[src/rtl/int_vector_ctrl.sv]
// Vectored interrupt controller: edge-detected requests, pending, vector grant.
// Define INTC_RR_PRIORITY_EN for round-robin arbitration (fixed otherwise).
module int_vector_ctrl #(
  parameter int               N_CH     = 4,
  parameter int               ADDR_W   = 16,
  parameter logic [ADDR_W-1:0] VEC_BASE = 16'hFDA9,
  parameter logic [ADDR_W-1:0] VEC_STEP = 16'h0256,
  localparam int              CH_W     = $clog2(N_CH)
) (
  input  logic              clk,
  input  logic              n_rst,
  input  logic [N_CH-1:0]   i_irq,
  input  logic [ADDR_W-1:0] i_data_bus,
  input  logic [1:0]        i_cfg_op,
  input  logic [CH_W-1:0]   i_cfg_ch,
  input  logic              i_ack,
  input  logic              i_eoi,
  output logic [ADDR_W-1:0] o_addr_bus,
  output logic              o_addr_valid,
  output logic              o_pc_load,
  output logic              o_decoder_interrupt,
  output logic [N_CH-1:0]   o_in_service,
  output logic [N_CH-1:0]   o_pending
);

  typedef enum logic [1:0] {
    IDLE,
    REQ,
    SERVICE
  } state_e;

  state_e            state_q, state_d;
  logic [N_CH-1:0]   irq_q;
  logic [N_CH-1:0]   rise;
  logic [N_CH-1:0]   en_q, en_d;
  logic [N_CH-1:0]   pend_q, pend_d;
  logic [N_CH-1:0]   insvc_q, insvc_d;
  logic [N_CH-1:0]   ack_clr;
  logic [N_CH-1:0]   elig;
  logic [ADDR_W-1:0] vec_q [N_CH];
  logic [ADDR_W-1:0] vec_d [N_CH];
  logic [ADDR_W-1:0] addr_q, addr_d;
  logic [CH_W-1:0]   grant_q, grant_d;
  logic [CH_W-1:0]   sel;
  logic              sel_vld;
  logic              pcl_q, pcl_d;
  logic              armed_q;

  function automatic logic [ADDR_W-1:0] def_vec(input int c);
    return VEC_BASE - ADDR_W'(c) * VEC_STEP;
  endfunction

  // armed_q blocks the first post-reset sample so held levels are not edges
  assign rise = i_irq & en_q & ~irq_q & {N_CH{armed_q}};
  assign elig = pend_q & en_q;
  assign pend_d = (pend_q & ~ack_clr) | rise;

`ifdef INTC_RR_PRIORITY_EN
  logic [CH_W-1:0] rr_q;

  // round-robin search starting at rr_q
  always_comb begin
    logic [CH_W-1:0] idx;
    sel     = '0;
    sel_vld = 1'b0;
    idx     = rr_q;
    for (int i = 0; i < N_CH; i++) begin
      if (!sel_vld && elig[idx]) begin
        sel     = idx;
        sel_vld = 1'b1;
      end
      idx = (idx == CH_W'(N_CH - 1)) ? '0 : idx + 1'b1;
    end
  end

  // pointer moves past the channel just accepted
  always_ff @(posedge clk or negedge n_rst) begin
    if (!n_rst) begin
      rr_q <= '0;
    end else if (state_q == REQ && i_ack) begin
      rr_q <= (grant_q == CH_W'(N_CH - 1)) ? '0 : grant_q + 1'b1;
    end
  end
`else
  // fixed priority: lowest eligible index wins
  always_comb begin
    sel     = '0;
    sel_vld = 1'b0;
    for (int i = N_CH - 1; i >= 0; i--) begin
      if (elig[i]) begin
        sel     = CH_W'(i);
        sel_vld = 1'b1;
      end
    end
  end
`endif

  // configuration write decode
  always_comb begin
    vec_d = vec_q;
    en_d  = en_q;
    unique case (1'b1)
      (i_cfg_op == 2'b01): vec_d[i_cfg_ch] = i_data_bus;
      (i_cfg_op == 2'b10): en_d = i_data_bus[N_CH-1:0];
      (i_cfg_op == 2'b11): begin
        for (int c = 0; c < N_CH; c++) vec_d[c] = def_vec(c);
        en_d = '1;
      end
      default: ;
    endcase
  end

  // FSM next state: grant latch, ack pulse, in-service tracking
  always_comb begin
    state_d = state_q;
    grant_d = grant_q;
    addr_d  = addr_q;
    insvc_d = insvc_q;
    pcl_d   = 1'b0;
    ack_clr = '0;
    unique case (state_q)
      IDLE: begin
        if (sel_vld) begin
          state_d = REQ;
          grant_d = sel;
          addr_d  = vec_q[sel];
        end
      end
      REQ: begin
        if (i_ack) begin
          state_d = SERVICE;
          pcl_d   = 1'b1;
          insvc_d = N_CH'(1) << grant_q;
          ack_clr = N_CH'(1) << grant_q;
        end
      end
      SERVICE: begin
        if (i_eoi) begin
          state_d = IDLE;
          insvc_d = '0;
        end
      end
      default: state_d = IDLE;
    endcase
  end

  // FSM and grant registers
  always_ff @(posedge clk or negedge n_rst) begin
    if (!n_rst) begin
      state_q <= IDLE;
      grant_q <= '0;
      addr_q  <= '0;
      insvc_q <= '0;
      pcl_q   <= 1'b0;
    end else begin
      state_q <= state_d;
      grant_q <= grant_d;
      addr_q  <= addr_d;
      insvc_q <= insvc_d;
      pcl_q   <= pcl_d;
    end
  end

  // request sampling, pending and configuration registers
  always_ff @(posedge clk or negedge n_rst) begin
    if (!n_rst) begin
      irq_q   <= '0;
      pend_q  <= '0;
      en_q    <= '1;
      armed_q <= 1'b0;
      for (int c = 0; c < N_CH; c++) vec_q[c] <= def_vec(c);
    end else begin
      irq_q   <= i_irq & en_q;
      pend_q  <= pend_d;
      en_q    <= en_d;
      armed_q <= 1'b1;
      vec_q   <= vec_d;
    end
  end

  assign o_addr_valid        = (state_q == REQ);
  assign o_addr_bus          = o_addr_valid ? addr_q : '0;
  assign o_pc_load           = pcl_q;
  assign o_decoder_interrupt = (state_q == SERVICE);
  assign o_in_service        = insvc_q;
  assign o_pending           = pend_q;

endmodule

[config.mk]
export PLATFORM = sky130hd
export DESIGN_NAME = int_vector_ctrl
export DESIGN_NICKNAME = d
export VERILOG_FILES = /design/src/rtl/int_vector_ctrl.sv
export SDC_FILE = /design/constraint.sdc
export NUM_CORES = 1
export LEC_CHECK = 0
export ABC_CLOCK_PERIOD_IN_PS = 1500
export BUFFER_PORTS_ARGS = -buffer_cell sky130_fd_sc_hd__buf_4
export CAP_MARGIN = 20
export CORE_UTILIZATION = 52
export CTS_CLUSTER_SIZE = 12
export DETAILED_ROUTE_END_ITERATION = 8
export GPL_TIMING_DRIVEN = 0
export PLACE_DENSITY = 0.72
export SYNTH_ARGS = -nofsm -noshare
export SYNTH_HDL_FRONTEND = slang
export SYNTH_SLANG_ARGS = --single-unit
[constraint.sdc]
create_clock -name clk -period 1.5 [get_ports clk]
set_input_delay 0.075 -clock clk [delete_from_list [all_inputs] [get_ports clk]]
set_output_delay 0.075 -clock clk [all_outputs]
set_load 0.05 [all_outputs]
==> impl_metrics.xml, run 1 <==
<?xml version="1.0" encoding="UTF-8"?>
<metrics>
  <group name="hold_path">
    <metric name="hold_path_depth" unit="">3</metric>
    <metric name="hold_path_startpoint" unit="">i_cfg_op[1]</metric>
    <metric name="worst_hold_path_type" unit="">in -&gt; reg</metric>
  </group>
  <group name="logic_synthesis">
    <metric name="post_synth_num_cell_types" unit="">45</metric>
    <metric name="synthMostInstantiatedCell" unit="">nand2_1</metric>
    <metric name="synth.net_count" unit="">500</metric>
    <metric name="post_synth_arst_share" unit="%">100</metric>
    <metric name="ys_seq_area_share" unit="%">54.3</metric>
    <metric name="yosys.area.top_type" unit="">dfrtp_1</metric>
    <metric name="synth.area.top_cells" unit="">dfrtp_1 28%, dfstp_2 27%, nand2_1 9.2%</metric>
    <metric name="post_synth_instance_area" unit="µm²">4820</metric>
    <metric name="syn_inst" unit="">472</metric>
    <metric name="synth_area_per_cell" unit="µm²">10.2</metric>
    <metric name="synth-edff-count" unit="">0</metric>
    <metric name="yosysWarnings" unit="">0</metric>
    <metric name="most_common_library_cells_after_synthesis" unit="">118 x nand2_1, 53 x dfrtp_1, 49 x dfstp_2</metric>
    <metric name="ys_seq_elements" unit="">102</metric>
    <metric name="ys.flop_type" unit="">dfrtp_1</metric>
    <metric name="proportion_of_netlist_area_held_by_the_largest_area_contributor" unit="%">27.5</metric>
  </group>
  <group name="power_and_ir_drop">
    <metric name="power_report.internal_total" unit="mW">7.00</metric>
    <metric name="swShare" unit="%">40.9</metric>
    <metric name="power.ir.vdd_worst" unit="mV">1.10</metric>
    <metric name="share_of_power_burned_in_registers" unit="%">33.2</metric>
    <metric name="power_leakage" unit="nW">2.88</metric>
    <metric name="report.power.total" unit="mW">11.8</metric>
    <metric name="power_frac_clock" unit="%">14.6</metric>
    <metric name="netSwitchingPower" unit="mW">4.85</metric>
    <metric name="power_per_cell_area" unit="nW/µm²">1830</metric>
    <metric name="share_comb_of_total_power" unit="%">52.2</metric>
  </group>
  <group name="global_route">
    <metric name="final_global_route_overflow_total" unit="">0</metric>
    <metric name="via_count_of_the_first_global_routing_pass" unit="">4248</metric>
    <metric name="grtUsageTotal" unit="%">31.5</metric>
    <metric name="pin_count_of_the_biggest_net_entering_global_routing" unit="">63</metric>
    <metric name="antenna_found_initial" unit="">0</metric>
    <metric name="grt_first_pass_wirelength" unit="mm">22.9</metric>
  </group>
  <group name="route">
    <metric name="drt_wl_total" unit="mm">14.5</metric>
    <metric name="firstDrtPassIters" unit="">7</metric>
    <metric name="vias_per_cell" unit="">6.00</metric>
    <metric name="wl_per_cell" unit="µm">20.8</metric>
    <metric name="drtIter0Drc" unit="">370</metric>
    <metric name="drc" unit="">0</metric>
    <metric name="via_count" unit="">4174</metric>
    <metric name="ant_nets" unit="">0</metric>
  </group>
  <group name="worst_setup_path">
    <metric name="worst_setup_path_start_kind" unit="">flip-flop</metric>
    <metric name="timing.reg2reg.worst_path_depth" unit="">6</metric>
    <metric name="critical_path.startpoint" unit="">state_q[1]</metric>
    <metric name="timing.rr.start" unit="">en_q[1]</metric>
    <metric name="worst_setup_path_end_kind" unit="">output pin</metric>
    <metric name="timing.critical_path.fanout_max" unit="">5</metric>
    <metric name="cp_data_arrival_time" unit="ns">1.52</metric>
    <metric name="worstPathRequired" unit="ns">1.42</metric>
    <metric name="critical_path_class" unit="">reg -&gt; out</metric>
  </group>
  <group name="place">
    <metric name="port_buffers" unit="">53</metric>
    <metric name="finalWeightedCongestion" unit="">0.859</metric>
    <metric name="place_hpwl" unit="mm">8.67</metric>
  </group>
  <group name="layout">
    <metric name="finalCoreUtilization" unit="%">73.0</metric>
    <metric name="area_growth_synth_to_finish" unit="%">34.2</metric>
    <metric name="final_net_count" unit="">611</metric>
    <metric name="antenna_cells" unit="">0</metric>
    <metric name="drive_above_1_share" unit="%">40.6</metric>
    <metric name="filler_cell_count" unit="">633</metric>
  </group>
  <group name="timing">
    <metric name="period_minus_slack" unit="ns">1.60</metric>
    <metric name="unrepaired_setup_endpoints_after_global_routing" unit="">yes</metric>
    <metric name="timing.final.setup_violations" unit="">29</metric>
    <metric name="timing_max_transition_violations_final" unit="">0</metric>
    <metric name="achievable-frequency" unit="MHz">625</metric>
    <metric name="final.setup.worst_slack" unit="ns">-0.0997</metric>
    <metric name="slew_margin_rel" unit="%">46.4</metric>
    <metric name="fin_worst_skew" unit="ns">0.00609</metric>
    <metric name="timing_worst_slew_pin_value" unit="ns">0.804</metric>
    <metric name="hold_violations" unit="">0</metric>
    <metric name="layout_worst_path_cycle_share" unit="%">107</metric>
  </group>
  <group name="cts">
    <metric name="cts_made_buffers" unit="">9</metric>
    <metric name="cell_at_the_root_of_the_clock_tree" unit="">clkbuf_8</metric>
    <metric name="h-tree-depth" unit="">3</metric>
    <metric name="cts.reportedPaths.clkPinSlew" unit="ns">0.10</metric>
    <metric name="clk_path_buf_depth" unit="">2</metric>
    <metric name="clkSinkCount" unit="">102</metric>
    <metric name="clk-insertion-delay-late" unit="ns">0.36</metric>
    <metric name="cts_tree" unit="">built</metric>
  </group>
  <group name="status">
    <metric name="failed_checks" unit="">negative setup slack</metric>
    <metric name="status" unit="">finished, violations left</metric>
  </group>
  <group name="floorplanning">
    <metric name="die_height" unit="µm">98.3</metric>
    <metric name="floorplan.initialDensity" unit="%">54.4</metric>
    <metric name="floorplan.die_area" unit="µm²">9650</metric>
    <metric name="design.portCount" unit="">55</metric>
    <metric name="std_cell_rows" unit="">34</metric>
    <metric name="die_width" unit="µm">98.3</metric>
    <metric name="design.core.area" unit="µm²">8850</metric>
  </group>
  <group name="flow_run">
    <metric name="drv.max_cap_violation_count" unit="">0</metric>
  </group>
</metrics>
[layout make-up]
cell class	count	area [µm²]	share of cell area [%]
Buffer	25	211	3.27
Clock buffer	14	183	2.83
Clock inverter	2	15.0	0.232
Inverter	8	30.0	0.465
Multi-Input combinational cell	336	2250	34.8
Sequential cell	102	2620	40.5
Tap cell	108	135	2.09
Timing Repair Buffer	101	1020	15.8
[logic make-up after synthesis]
kind of cell	after synthesis	synth area share, %
compound gates	99	18.1
buf+inv	34	3.97
mux	2	0.623
flops	102	54.3
other cells	1	0.0778
simple gates	234	23.0
[power groups by stage]
stage / Sequential (mW) / Clock [mW] / Combinational [mW]
2_1_floorplan: 4.15 / 0 / 2.99
3_3_place_gp: 3.90 / 0 / 4.53
3_5_place_dp: 3.92 / 0 / 4.60
4_1_cts: 3.88 / 1.75 / 5.79
5_1_grt: 4.00 / 1.85 / 6.50
6_report: 3.94 / 1.73 / 6.18
[flip-flops by register name (all words and copies together), names as in the netlist]
name,flops
o_pc_load,1
vec_q,64
armed_q,1
o_in_service,4
grant_q,2
state_q,2
o_pending,4
en_q,4
addr_q,16
irq_q,4
[final timing paths]
| kind | endpoint | slack, ns |
|---|---|---|
| setup / recovery | o_addr_bus[10] | -0.1 |
| hold / removal | en_q[0] | 0.05 |
| setup reg to reg | addr_q[13] | -0.07 |
| hold reg to reg | addr_q[3] | 0.48 |
| max in group asynchronous | vec_q[14] | 0.39 |
| min in group asynchronous | o_in_service[1] | 0.35 |
[routing by layer]
metal	GRT usage (%)	part of all wire [%]	vias to the layer above	wire (µm)
met2	50.2	50	192	7280
met1	42.8	41	2089	5990
met3	7.66	7.4	18	1070
met5	0	0	-	0
li1	-	-	1875	-
met4	9.64	1.0	0	146
[worst max-delay path, stage by stage, from the launching register on]
cell       delay, ns
dfrtp_1         0.42
nor2b_4         0.26
clkbuf_16       0.20
and2_4          0.14
buf_8           0.14
[cells in the final DEF, fill, tap and decap left out, types with 9 or more instances in the layout]
master and count:
or2_2 16, dfrtp_1 49, and2_1 9, buf_8 17, clkbuf_8 14, a22o_1 13
dlygate4sd3_1 23, o221ai_4 10, dfstp_2 49, nand3_1 46, a21oi_1 12, nand2_1 118
clkbuf_1 9, nor2_1 12, and2_4 14, o31ai_2 12, buf_4 56, o22ai_1 13
[through the flow]
stage | setup TNS [ns] | instances | area (µm²) | setup WS (ns) | hold WS, ns
floorplan | -0.266 | 472 | 4830 | -0.0267 | -0.221
global placement | -3.76 | 633 | 5370 | -0.230 | 0.289
detailed placement | -4.19 | 634 | 5390 | -0.239 | 0.207
CTS | -1.83 | 694 | 6290 | -0.116 | 0.0219
global route | -3.85 | 696 | 6460 | -0.202 | 0.0392
finish | -1.81 | 696 | 6460 | -0.0997 | 0.0466
[repair_timing]
| item | in CTS | in global routing |
|---|---|---|
| hold buffers | 23 | 0 |
| pin swaps | 17 | 14 |
| setup buffers | 18 | 3 |
| hold endpoints to repair | 103 | 0 |
| gates resized for setup | 63 | 28 |
| setup endpoints to repair | 35 | 33 |
| gates cloned | 3 | 0 |
(Power assumes the default switching activity.)
==> run 2, diff against run 1 <==
- BUFFER_PORTS_ARGS: -buffer_cell sky130_fd_sc_hd__buf_4 -> unset
- CTS_CLUSTER_DIAMETER: unset -> 120
- DONT_BUFFER_PORTS: unset -> 1
- PLACE_DENSITY: 0.72 -> 0.67
==> impl_metrics.xml, run 2 (synthesis gave the netlist of run 1 again) <==
<?xml version="1.0" encoding="UTF-8"?>
<metrics>
  <group name="cts">
    <metric name="cts_made_buffers" unit="">9</metric>
    <metric name="cts_hold_buffers" unit="">24</metric>
    <metric name="clk_path_buf_depth" unit="">2</metric>
    <metric name="h-tree-depth" unit="">3</metric>
    <metric name="cts.reportedPaths.clkPinSlew" unit="ns">0.10</metric>
    <metric name="clk-insertion-delay-late" unit="ns">0.36</metric>
    <metric name="clkSinkCount" unit="">102</metric>
    <metric name="cell_at_the_root_of_the_clock_tree" unit="">clkbuf_8</metric>
    <metric name="cts_tree" unit="">built</metric>
  </group>
  <group name="layout">
    <metric name="most-common-layout-cells" unit="">118 x nand2_1, 49 x dfrtp_1, 49 x dfstp_2</metric>
    <metric name="final_net_count" unit="">551</metric>
    <metric name="area_growth_synth_to_finish" unit="%">21.8</metric>
    <metric name="filler_cell_count" unit="">722</metric>
    <metric name="largest_register" unit="">vec_q</metric>
    <metric name="leading_registers_by_flop_count" unit="">vec_q (64), addr_q (16)</metric>
    <metric name="antenna_cells" unit="">0</metric>
    <metric name="layout_commonest_cell" unit="">nand2_1</metric>
    <metric name="number_of_flip_flops_in_the_largest_register" unit="">64</metric>
    <metric name="drive_above_1_share" unit="%">34.3</metric>
    <metric name="finalCoreUtilization" unit="%">66.3</metric>
    <metric name="final_cell_count_no_fill" unit="">636</metric>
  </group>
  <group name="timing">
    <metric name="slew_margin_rel" unit="%">56.3</metric>
    <metric name="achievable-frequency" unit="MHz">571</metric>
    <metric name="fin_worst_skew" unit="ns">0.0106</metric>
    <metric name="hold_violations" unit="">102</metric>
    <metric name="layout_worst_path_cycle_share" unit="%">117</metric>
    <metric name="timing_worst_slew_pin_value" unit="ns">0.656</metric>
    <metric name="timing_max_transition_violations_final" unit="">0</metric>
    <metric name="final.setup.worst_slack" unit="ns">-0.251</metric>
    <metric name="period_minus_slack" unit="ns">1.75</metric>
    <metric name="holdWs" unit="ns">-0.606</metric>
    <metric name="timing.final.setup_violations" unit="">25</metric>
    <metric name="unrepaired_setup_endpoints_after_global_routing" unit="">yes</metric>
  </group>
  <group name="worst_setup_path">
    <metric name="worstPathRequired" unit="ns">1.76</metric>
    <metric name="cp_data_arrival_time" unit="ns">2.01</metric>
    <metric name="worst_setup_path_start_kind" unit="">flip-flop</metric>
    <metric name="timing.critical_path.fanout_max" unit="">7</metric>
    <metric name="critical_path_class" unit="">reg -&gt; reg</metric>
    <metric name="worst_setup_path_end_kind" unit="">flip-flop</metric>
  </group>
  <group name="hold_path">
    <metric name="worst_hold_path_type" unit="">in -&gt; async</metric>
  </group>
  <group name="floorplanning">
    <metric name="design.portCount" unit="">55</metric>
    <metric name="die_width" unit="µm">98.3</metric>
    <metric name="die_height" unit="µm">98.3</metric>
    <metric name="std_cell_rows" unit="">34</metric>
    <metric name="floorplan.initialDensity" unit="%">54.4</metric>
    <metric name="floorplan.die_area" unit="µm²">9650</metric>
    <metric name="design.core.area" unit="µm²">8850</metric>
  </group>
  <group name="global_route">
    <metric name="grt_util_met3" unit="%">6.59</metric>
    <metric name="final_global_route_overflow_total" unit="">0</metric>
    <metric name="top_usage_layer" unit="">met2</metric>
    <metric name="grtUsageTotal" unit="%">29.4</metric>
    <metric name="pin_count_of_the_biggest_net_entering_global_routing" unit="">103</metric>
    <metric name="grtUsageMet2" unit="%">47.4</metric>
    <metric name="via_count_of_the_first_global_routing_pass" unit="">3898</metric>
    <metric name="grt_first_pass_wirelength" unit="mm">21.3</metric>
    <metric name="use_met1" unit="%">41.1</metric>
    <metric name="antenna_found_initial" unit="">0</metric>
  </group>
  <group name="place">
    <metric name="port_buffers" unit="">0</metric>
    <metric name="place_hpwl" unit="mm">8.17</metric>
    <metric name="numPlacedInstances" unit="">580</metric>
    <metric name="finalWeightedCongestion" unit="">0.863</metric>
  </group>
  <group name="power_and_ir_drop">
    <metric name="power_per_cell_area" unit="nW/µm²">1860</metric>
    <metric name="power_leakage" unit="nW">2.54</metric>
    <metric name="report.power.total" unit="mW">10.9</metric>
    <metric name="power.ir.vdd_worst" unit="mV">0.898</metric>
  </group>
  <group name="route">
    <metric name="drt_wl_total" unit="mm">13.4</metric>
    <metric name="via_count" unit="">3911</metric>
    <metric name="drtIter0Drc" unit="">336</metric>
    <metric name="wl_per_cell" unit="µm">21.1</metric>
    <metric name="firstDrtPassIters" unit="">9</metric>
    <metric name="vias_per_cell" unit="">6.15</metric>
    <metric name="drc" unit="">1</metric>
    <metric name="ant_nets" unit="">0</metric>
  </group>
  <group name="status">
    <metric name="status" unit="">finished, violations left</metric>
    <metric name="failed_checks" unit="">design-rule violations, negative hold slack, negative setup slack</metric>
  </group>
  <group name="flow_run">
    <metric name="drv.max_cap_violation_count" unit="">0</metric>
  </group>
</metrics>
## run 2: path summary, 6_finish.rpt
check	start	end	slack (ns)	cells past startpoint
min reg2reg	irq_q[1]	o_pending[1]	0.48	2
max in group asynchronous	n_rst	vec_q[9]	1.86	0
max reg2reg	o_pending[1]	addr_q[7]	-0.25	6
min in group clk	i_cfg_ch[1]	vec_q[15]	0.02	3
min	n_rst	o_in_service[2]	-0.61	0
max	o_pending[1]	addr_q[7]	-0.25	6
## run 2: layout make-up
cell class | instances | area, µm² | area share (%)
Multi-Input combinational cell | 336 | 2240 | 38.1
Clock buffer | 10 | 138 | 2.35
Inverter | 8 | 33.8 | 0.576
Timing Repair Buffer | 40 | 415 | 7.08
Tap cell | 108 | 135 | 2.30
Clock inverter | 6 | 67.6 | 1.15
Sequential cell | 102 | 2620 | 44.7
Buffer | 26 | 219 | 3.73
## run 2: repair_timing
item	4_1_cts	5_1_grt
gates cloned	4	0
hold endpoints to repair	179	102
resized for setup	52	18
setup buffers	11	1
pin swaps	13	8
endpoints found under the setup margin	36	34
## run 2: per-stage QoR
step / setup WS [ns] / hold slack, ns / setup TNS [ns] / instance area (µm²)
final: -0.251 / -0.606 / -4.23 / 5870
after global routing: -0.323 / -0.633 / -6.10 / 5870
after CTS: -0.274 / -0.622 / -5.16 / 5770
after detailed placement: -0.412 / -0.218 / -8.70 / 4970
after global placement: -0.395 / -0.219 / -8.18 / 4970
after floorplan: -0.0267 / -0.221 / -0.266 / 4830
## run 2: critical path, stage by stage, from the launching register on
cell and delay [ns]:
dfrtp_4 0.61, a22oi_2 0.22, buf_4 0.15, nand4_4 0.17, clkbuf_16 0.24, o221ai_2 0.17
o31ai_2 0.08
## run 2: power by group
part	internal, mW	switching (mW)	leakage (nW)
Clock	0.826	0.970	0.0993
Sequential	3.46	0.844	1.18
Combinational	2.03	2.76	1.26
## run 2: routing by layer
layer / vias to the layer above / wire (µm)
li1: 1772 / -
met1: 1971 / 5720
met2: 155 / 6550
met3: 13 / 1020
met4: 0 / 150
met5: - / 0
==> run 3, diff against run 2 <==
- CORE_UTILIZATION: 52 -> 30
- PLACE_DENSITY: 0.67 -> unset
==> impl_metrics.xml, run 3 (synthesis gave the netlist of run 1 again) <==
<?xml version="1.0" encoding="UTF-8"?>
<metrics>
  <group name="flow_run">
    <metric name="drv.max_cap_violation_count" unit="">0</metric>
  </group>
  <group name="place">
    <metric name="place_hpwl" unit="mm">9.13</metric>
    <metric name="numPlacedInstances" unit="">683</metric>
    <metric name="port_buffers" unit="">0</metric>
    <metric name="placement.setup.worst_slack" unit="ns">-0.475</metric>
    <metric name="finalWeightedCongestion" unit="">0.833</metric>
    <metric name="post_dp_cell_area" unit="µm²">5100</metric>
  </group>
  <group name="power_and_ir_drop">
    <metric name="power_frac_clock" unit="%">19.4</metric>
    <metric name="report.power.total" unit="mW">11.7</metric>
    <metric name="power_report.internal_total" unit="mW">6.88</metric>
    <metric name="power_per_cell_area" unit="nW/µm²">1900</metric>
    <metric name="power.ir.vdd_worst" unit="mV">0.769</metric>
    <metric name="share_comb_of_total_power" unit="%">43.4</metric>
    <metric name="share_of_power_burned_in_registers" unit="%">37.2</metric>
    <metric name="power_leakage" unit="nW">2.58</metric>
    <metric name="netSwitchingPower" unit="mW">4.81</metric>
    <metric name="swShare" unit="%">41.2</metric>
  </group>
  <group name="global_route">
    <metric name="via_count_of_the_first_global_routing_pass" unit="">3878</metric>
    <metric name="grtUsageTotal" unit="%">17.9</metric>
    <metric name="antenna_found_initial" unit="">0</metric>
    <metric name="final_global_route_overflow_total" unit="">0</metric>
    <metric name="pin_count_of_the_biggest_net_entering_global_routing" unit="">103</metric>
    <metric name="grt_first_pass_wirelength" unit="mm">22.1</metric>
  </group>
  <group name="layout">
    <metric name="number_of_flip_flops_in_the_largest_register" unit="">64</metric>
    <metric name="layout_commonest_cell" unit="">nand2_1</metric>
    <metric name="antenna_cells" unit="">0</metric>
    <metric name="area_growth_synth_to_finish" unit="%">27.8</metric>
    <metric name="final_cell_count_no_fill" unit="">735</metric>
    <metric name="postLayoutCellArea" unit="µm²">6160</metric>
    <metric name="drive_above_1_share" unit="%">36.1</metric>
    <metric name="leading_registers_by_flop_count" unit="">vec_q (64), addr_q (16)</metric>
    <metric name="most-common-layout-cells" unit="">118 x nand2_1, 49 x dfrtp_1, 49 x dfstp_2</metric>
    <metric name="final_net_count" unit="">547</metric>
    <metric name="largest_register" unit="">vec_q</metric>
    <metric name="filler_cell_count" unit="">1507</metric>
  </group>
  <group name="floorplanning">
    <metric name="floorplan.die_area" unit="µm²">16600</metric>
    <metric name="die_height" unit="µm">129</metric>
    <metric name="design.portCount" unit="">55</metric>
    <metric name="design.core.area" unit="µm²">15400</metric>
    <metric name="std_cell_rows" unit="">45</metric>
    <metric name="die_width" unit="µm">129</metric>
    <metric name="floorplan.initialDensity" unit="%">31.2</metric>
  </group>
  <group name="status">
    <metric name="failed_checks" unit="">negative hold slack, negative setup slack</metric>
    <metric name="status" unit="">finished, violations left</metric>
  </group>
  <group name="route">
    <metric name="ant_nets" unit="">0</metric>
    <metric name="vias_per_cell" unit="">5.36</metric>
    <metric name="wl_per_cell" unit="µm">20.1</metric>
    <metric name="drc" unit="">0</metric>
    <metric name="firstDrtPassIters" unit="">5</metric>
    <metric name="drt_wl_total" unit="mm">14.7</metric>
    <metric name="drtIter0Drc" unit="">347</metric>
    <metric name="via_count" unit="">3943</metric>
  </group>
  <group name="cts">
    <metric name="cts_tree" unit="">built</metric>
    <metric name="cts.reportedPaths.clkPinSlew" unit="ns">0.07</metric>
    <metric name="cts_hold_buffers" unit="">23</metric>
    <metric name="clkSinkCount" unit="">102</metric>
    <metric name="cts_made_buffers" unit="">9</metric>
    <metric name="clk_path_buf_depth" unit="">2</metric>
    <metric name="h-tree-depth" unit="">3</metric>
    <metric name="clk-insertion-delay-late" unit="ns">0.34</metric>
    <metric name="cell_at_the_root_of_the_clock_tree" unit="">clkbuf_16</metric>
  </group>
  <group name="timing">
    <metric name="layout_worst_path_cycle_share" unit="%">115</metric>
    <metric name="timing_worst_slew_pin_value" unit="ns">0.751</metric>
    <metric name="fin_worst_skew" unit="ns">0.00683</metric>
    <metric name="holdWs" unit="ns">-0.570</metric>
    <metric name="period_minus_slack" unit="ns">1.73</metric>
    <metric name="hold_violations" unit="">102</metric>
    <metric name="timing_max_transition_violations_final" unit="">0</metric>
    <metric name="final.setup.worst_slack" unit="ns">-0.232</metric>
    <metric name="slew_margin_rel" unit="%">49.9</metric>
    <metric name="achievable-frequency" unit="MHz">577</metric>
    <metric name="unrepaired_setup_endpoints_after_global_routing" unit="">yes</metric>
    <metric name="timing.final.setup_violations" unit="">23</metric>
  </group>
  <group name="worst_setup_path">
    <metric name="worst_setup_path_end_kind" unit="">flip-flop</metric>
    <metric name="timing.reg2reg.worst_path_depth" unit="">5</metric>
    <metric name="timing.rr.start" unit="">o_pending[3]</metric>
    <metric name="worst_setup_path_start_kind" unit="">flip-flop</metric>
    <metric name="critical_path_class" unit="">reg -&gt; reg</metric>
    <metric name="cp_data_arrival_time" unit="ns">1.98</metric>
    <metric name="worst-r2r-setup-slack" unit="ns">-0.23</metric>
    <metric name="capture_instance_of_the_worst_register_to_register_path" unit="">addr_q[0]</metric>
    <metric name="timing.critical_path.fanout_max" unit="">10</metric>
    <metric name="worstPathRequired" unit="ns">1.74</metric>
  </group>
  <group name="hold_path">
    <metric name="worst_hold_path_type" unit="">in -&gt; async</metric>
  </group>
</metrics>
-- run 3: area by class of cell --
type	instances	area [µm²]	share of cell area, %
Clock buffer	13	272	4.41
Inverter	8	33.8	0.549
Tap cell	211	264	4.29
Timing Repair Buffer	38	420	6.83
Clock inverter	3	17.5	0.284
Sequential cell	102	2630	42.6
Buffer	24	196	3.19
Multi-Input combinational cell	336	2330	37.8
-- run 3: metrics by stage --
step,setup TNS [ns],util [%],hold WS (ns)
after global routing,-4.88,39.9,-0.585
after global placement,-9.16,33.0,-0.215
final,-3.95,39.9,-0.570
after floorplan,-0.266,-,-0.221
after CTS,-4.26,38.6,-0.577
after detailed placement,-9.60,33.0,-0.214
-- run 3: critical path, stage by stage, from the launching register on --
cell     delay, ns
dfrtp_4       0.59
a22o_4        0.31
o21ai_4       0.33
buf_6         0.23
nand2_1       0.09
o31ai_2       0.07
-- run 3: power by group through the flow --
stage | clock network, mW | registers (mW) | logic [mW]
global route | 2.41 | 4.43 | 5.36
global placement | 0 | 4.27 | 3.63
finish | 2.27 | 4.35 | 5.08
floorplan | 0 | 4.15 | 2.99
detailed placement | 0 | 4.29 | 3.69
CTS | 2.30 | 4.30 | 4.59
-- run 3: timing repair --
action | CTS | global route
gates resized for setup | 51 | 34
buffers inserted | 11 | 1
hold endpoints to repair | 177 | 102
pin swaps | 15 | 11
cloned | 3 | 1
setup endpoints to repair | 36 | 36
-- run 3: worst max-delay path by stage --
| stage | slack (ns) | endpoint | start | cells after the start |
|---|---|---|---|---|
| after floorplan | -0.03 | addr_q[10] | o_pending[1] | 5 |
| after global placement | -0.46 | o_addr_bus[7] | state_q[1] | 4 |
| after detailed placement | -0.48 | o_addr_bus[7] | state_q[1] | 4 |
| after CTS | -0.23 | addr_q[6] | o_pending[1] | 5 |
| after global routing | -0.27 | addr_q[0] | o_pending[3] | 5 |
| final | -0.23 | addr_q[0] | o_pending[3] | 5 |
-- run 3: routing by layer --
layer  share of wire [%]  track usage (%)  up-vias
li1                    -                -     1763
met1                  43             23.4     2019
met2                  49             29.5      138
met3                 6.3             3.78       23
met4                 1.7             5.81        0
met5                   0                0        -
